$ cat config.mk
export PLATFORM = sky130hd
export DESIGN_NAME = multdiv_sequencer
export DESIGN_NICKNAME = d
export VERILOG_FILES = /design/src/rtl/multdiv_sequencer_pkg.sv /design/src/rtl/multdiv_sequencer_timeout_counter.sv /design/src/rtl/multdiv_sequencer.sv
export SDC_FILE = /design/constraint.sdc
export NUM_CORES = 1
export LEC_CHECK = 0
export ABC_CLOCK_PERIOD_IN_PS = 2200
export BUFFER_PORTS_ARGS = -buffer_cell sky130_fd_sc_hd__buf_2
export CELL_PAD_IN_SITES_DETAIL_PLACEMENT = 0
export CELL_PAD_IN_SITES_GLOBAL_PLACEMENT = 2
export CORE_ASPECT_RATIO = 1.1
export CORE_MARGIN = 3
export CORE_UTILIZATION = 27
export DETAILED_ROUTE_END_ITERATION = 12
export GPL_ROUTABILITY_DRIVEN = 0
export PLACE_DENSITY = 0.82
export RECOVER_POWER = 25
export SLEW_MARGIN = 20
export SYNTH_ARGS = -nofsm -noshare
export SYNTH_HDL_FRONTEND = slang
export SYNTH_SLANG_ARGS = --single-unit
$ cat constraint.sdc
create_clock -name clock -period 2.2 [get_ports clock]
set_input_delay 0.66 -clock clock [delete_from_list [all_inputs] [get_ports clock]]
set_output_delay 0.66 -clock clock [all_outputs]
set_load 0.1 [all_outputs]
$ cat src/rtl/multdiv_sequencer_pkg.sv
// Shared encodings for the mul/div sequencer and the ALU exception logic.
package multdiv_sequencer_pkg;

    typedef enum logic [1:0] {
        IDLE = 2'd0,
        BUSY = 2'd1,
        DONE = 2'd2
    } mdState_e;

    localparam logic [4:0]  RSTATUS_REG     = 5'd30;
    localparam logic [31:0] MUL_STATUS_CODE = 32'd4;
    localparam logic [31:0] DIV_STATUS_CODE = 32'd5;

    typedef struct packed {
        logic        isDiv;
        logic [4:0]  rd;
        logic [31:0] opA;
        logic [31:0] opB;
    } mdReq_t;

    typedef struct packed {
        logic        keep;
        logic [4:0]  wbReg;
        logic [31:0] wbData;
    } mdWb_t;

endpackage

$ cat src/rtl/multdiv_sequencer_timeout_counter.sv
// 6-bit saturating busy-cycle counter; terminal flags the last allowed BUSY cycle.
module md_timeout_counter #(
    parameter int TIMEOUT = 40
) (
    input  logic clock,
    input  logic reset,
    input  logic clear,
    input  logic enable,
    output logic terminal
);
    localparam logic [5:0] LAST = 6'(TIMEOUT - 1);

    logic [5:0] count;

    always_ff @(posedge clock) begin
        if (reset || clear)
            count <= '0;
        else if (enable && count != 6'd63)
            count <= count + 6'd1;
    end

    assign terminal = (count == LAST);

endmodule

$ cat src/rtl/multdiv_sequencer.sv
// DX-side sequencer for the shared iterative mul/div unit: issue, stall, writeback or abort.
module multdiv_sequencer
    import multdiv_sequencer_pkg::*;
#(
    parameter int          TIMEOUT    = 40,
    parameter logic [31:0] MUL_STATUS = MUL_STATUS_CODE,
    parameter logic [31:0] DIV_STATUS = DIV_STATUS_CODE
) (
    input  logic        clock,
    input  logic        reset,
    input  logic        dx_is_mult,
    input  logic        dx_is_div,
    input  logic [31:0] dx_opA,
    input  logic [31:0] dx_opB,
    input  logic [4:0]  dx_rd,
    input  logic        flush,
    input  logic        unit_ready,
    input  logic        unit_exception,
    input  logic [31:0] unit_result,
    output logic        unit_ctrl_mult,
    output logic        unit_ctrl_div,
    output logic [31:0] unit_opA,
    output logic [31:0] unit_opB,
    output logic        md_stall,
    output logic        md_wb_valid,
    output logic [4:0]  md_wb_reg,
    output logic [31:0] md_wb_data,
    output logic        md_busy
);
    mdState_e state, stateNext;
    mdReq_t   reqQ;
    mdWb_t    wbQ;
    logic     issue;
    logic     timeoutHit;
    logic     terminal;

    md_timeout_counter #(.TIMEOUT(TIMEOUT)) uTimeout (
        .clock    (clock),
        .reset    (reset),
        .clear    (issue),
        .enable   (state == BUSY),
        .terminal (terminal)
    );

    assign issue      = (state == IDLE) && (dx_is_mult || dx_is_div) && !flush && !reset;
    assign timeoutHit = (state == BUSY) && terminal;

    always_comb begin
        stateNext      = state;
        unit_ctrl_mult = 1'b0;
        unit_ctrl_div  = 1'b0;
        md_stall       = 1'b0;
        md_busy        = 1'b0;
        md_wb_valid    = 1'b0;
        md_wb_reg      = '0;
        md_wb_data     = '0;
        unique case (state)
            IDLE: begin
                unit_ctrl_mult = issue && dx_is_mult;
                unit_ctrl_div  = issue && dx_is_div;
                md_stall       = issue;
                if (issue) stateNext = BUSY;
            end
            BUSY: begin
                md_stall = 1'b1;
                md_busy  = 1'b1;
                if (flush)                         stateNext = IDLE;
                else if (unit_ready || timeoutHit) stateNext = DONE;
            end
            DONE: begin
                // a flush here squashes the mul/div itself, so its write is dropped
                md_wb_valid = wbQ.keep && !flush;
                md_wb_reg   = wbQ.wbReg;
                md_wb_data  = wbQ.wbData;
                stateNext   = IDLE;
            end
            default: stateNext = IDLE;
        endcase
    end

    always_ff @(posedge clock) begin
        if (reset) begin
            state <= IDLE;
            reqQ  <= '0;
            wbQ   <= '0;
        end else begin
            state <= stateNext;
            if (issue) begin
                reqQ.isDiv <= dx_is_div;
                reqQ.rd    <= dx_rd;
                reqQ.opA   <= dx_opA;
                reqQ.opB   <= dx_opB;
            end
            // ready wins over a timeout landing in the same cycle
            if (state == BUSY && !flush) begin
                if (unit_ready) begin
                    wbQ.keep   <= unit_exception || (reqQ.rd != 5'd0);
                    wbQ.wbReg  <= unit_exception ? RSTATUS_REG : reqQ.rd;
                    wbQ.wbData <= !unit_exception ? unit_result :
                                  (reqQ.isDiv ? DIV_STATUS : MUL_STATUS);
                end else if (timeoutHit) begin
                    wbQ.keep   <= 1'b1;
                    wbQ.wbReg  <= RSTATUS_REG;
                    wbQ.wbData <= DIV_STATUS;
                end
            end
        end
    end

    assign unit_opA = reqQ.opA;
    assign unit_opB = reqQ.opB;

endmodule

==> out/results.ini <==
[setup_path]
end_kind=output port
crit_top_cell=buf_12
cp_max_fo=26
slowest_stage=dfxtp_4
cpPeakStageDelay_ps=380
cp.required_ps=1540
crit_buf_inv=2
crit_chain=nor2b_4 -> buf_12 -> nor3b_4 -> buf_12
worst_setup_path_start_kind=flip-flop
cp_top_family=simple AND/OR/NAND/NOR gates
critPathKind=flip-flop to output port
worstPathArrival_ps=1600

[final_layout]
drive_above_1_share_pct=40.7
syn_to_final_growth_pct=39.0
antenna_cells=0
final_util_pct=38.3
fin_nets=892
final_cells=1048

[clock_network]
cts_hold_buf=0
h-tree-depth=4
cts_tree=yes
path_clk_slew_ps=60
cts.sinks=116
cts_buffers=17
clk-insertion-delay-late_ps=410
cts-root-buf=clkbuf_16
cts_buffer_depth=2

[synthesis]
synth_warnings=0
syn_area_per_cell_um2=8.47
ys_seq_area_share_pct=42.3
synthesis.instances=648
yosysMostFrequentCell=dfxtp_1
async_flop_share_pct=0
yosysTopAreaCell=dfxtp_1
synth_area_mm2=0.00549
synth_area_leaders=dfxtp_1 (42%), buf_4 (9.0%), a21oi_1 (6.8%)
synth_top_flop_cell=dfxtp_1
synth_edf_count=0
ys_ff_latch=116
syn_nets=757
yosysTopAreaCellShare_pct=42.3
synth_commonest_cells=dfxtp_1 (116), a21oi_1 (75), nand3_1 (74)
synthDistinctLibCells=46

[pwr]
seqPwrFrac_pct=36.7
powerDensity_mw_per_mm2=796
p_int_w=0.00412
switching_share_pct=32.1
clkPwrFrac_pct=44.8
vdd_ir_drop_max_mv=0.475
total_leakage_power_nw=3.34
power_switching_w=0.00195
p_comb_share_pct=18.5

[status]
violations=negative setup slack
outcome=finished with violations

[die]
fp.dieArea_mm2=0.0221
initial_core_util_pct=27.5
core-area_mm2=0.0199
die_w_um=142
die_h_um=156
rows=54
ios=214

[drt]
drtIter0Drc=170
wl_per_cell_um=15.4
ant_nets=0
vias=4855
drc=0
drt_wl_total_mm=16.1
via_per_inst=4.63
drt-pass1-iter-count=4

[grt]
antenna_found_initial=1
grt_overflow=0
grt_pass1_wl_mm=25.4
grt_max_degree=71
grt_use_total_pct=14.4
grt_pass1_vias=4751

[placement]
place_inst=1015
hpwl_mm=10.8
port-buffer-count=213

[timing]
finClkSkew_ps=5.85
setup_viol=4
period_needed_ps=2260
fin_ws_ps=-57.7
worst_pin_slew_ps=648
rsz0062_at_grt=yes
hold_viol_final=0
fmax_mhz=443
post-route-period-util_pct=103
slew_headroom_pct=56.4
drv_slew=0

[job]
max-cap-violations=0

[min_path]
worst_hold_path_type=flip-flop to flip-flop

[routing by layer]
metal	routed length (um)	up-vias	track usage (%)
li1	-	2443	-
met1	7360	2254	18.7
met2	7540	139	22.9
met3	1000	17	4.83
met4	226	2	3.93
met5	13	-	0
[flip-flops by register name, summed over array words and instances (netlist names)]
| name | flops |
|---|---|
| unit_opA | 32 |
| uTimeout.count | 6 |
| wbQ | 38 |
| state | 2 |
| unit_opB | 32 |
| reqQ | 6 |
[layout make-up]
class	instances	area [um^2]
Fill cell	2048	12300
Timing Repair Buffer	238	1950
Clock inverter	15	156
Inverter	5	18.8
Multi-Input combinational cell	405	2430
Sequential cell	116	2330
Tap cell	252	315
Clock buffer	17	425
[per-stage QoR]
stage | hold WS (ps) | area, um^2 | TNS, ps | total power (W) | setup slack (ps)
after floorplan | 429 | 5580 | -271 | 0.00320 | -137
after global placement | 440 | 7060 | -240 | 0.00341 | -80.4
after detailed placement | 447 | 7060 | -315 | 0.00341 | -110
after CTS | 456 | 7680 | -609 | 0.00619 | -99.8
after global routing | 471 | 7630 | -1860 | 0.00635 | -127
final | 454 | 7630 | -124 | 0.00607 | -57.7
[cell families (layout without fill, tap and decap cells)]
| logic type | Yosys count | in the layout | share of synthesized area, % |
|---|---|---|---|
| compound gates | 165 | 165 | 16.5 |
| flops | 116 | 116 | 42.3 |
| mux | 33 | 33 | 6.02 |
| buf+inv | 127 | 275 | 15.2 |
| fa+ha+maj | 1 | 1 | 0.228 |
| simple gates | 206 | 206 | 19.7 |
[worst reg2reg max path: stages (launching register included)]
cell and delay, ps:
dfxtp_4 360, buf_4 160, or3_2 520, clkbuf_2 440, o21ai_0 310, a21oi_1 90
[path summary, 6_finish.rpt]
kind | startpoint | end | slack (ps) | cells past startpoint
min | wbQ[18]$_SDFFE_PP0P_ | wbQ[18]$_SDFFE_PP0P_ | 450 | 2
min reg2reg | wbQ[18]$_SDFFE_PP0P_ | wbQ[18]$_SDFFE_PP0P_ | 450 | 2
max reg2reg | state[0]$_SDFFE_PP0P_ | unit_opA[27]$_SDFFE_PP0N_ | 200 | 5
max | state[1]$_SDFFE_PP0P_ | md_wb_valid | -60 | 4
[repair_timing]
action	in CTS	in global routing
setup buffers	1	0
setup endpoints to repair	41	41
gates resized for setup	11	1
pin swaps	4	0
[layout by cell type (no fill, tap or decap), types with 2 or more instances in the layout]
master      count
and4_1          2
a41oi_1         2
nand3_1        73
dfxtp_1       114
o21ai_1        16
o21ai_0        57
buf_6           2
inv_1           4
and2_2         36
buf_4          16
mux2i_1        33
nor3_1          4
inv_6           3
nor2_1          2
nor3b_4         2
dfxtp_4         2
and3_4          2
nor4b_1         2
clkinv_2        3
clkbuf_2        2
and4bb_1        3
o221a_1         4
nand2_1        65
clkbuf_16      17
buf_12         47
clkinv_4        2
o211ai_1        2
clkinvlp_4      5
a211oi_1        2
a21oi_1        75
bufinv_16       2
buf_2         170
[power by group through the flow]
stage	logic [W]	clock network [W]	registers, W
2_1_floorplan	0.000939	0	0.00227
3_3_place_gp	0.00113	0	0.00227
3_5_place_dp	0.00113	0	0.00227
4_1_cts	0.00114	0.00282	0.00223
5_1_grt	0.00119	0.00292	0.00224
6_report	0.00112	0.00272	0.00223
(Power assumes the default switching activity.)
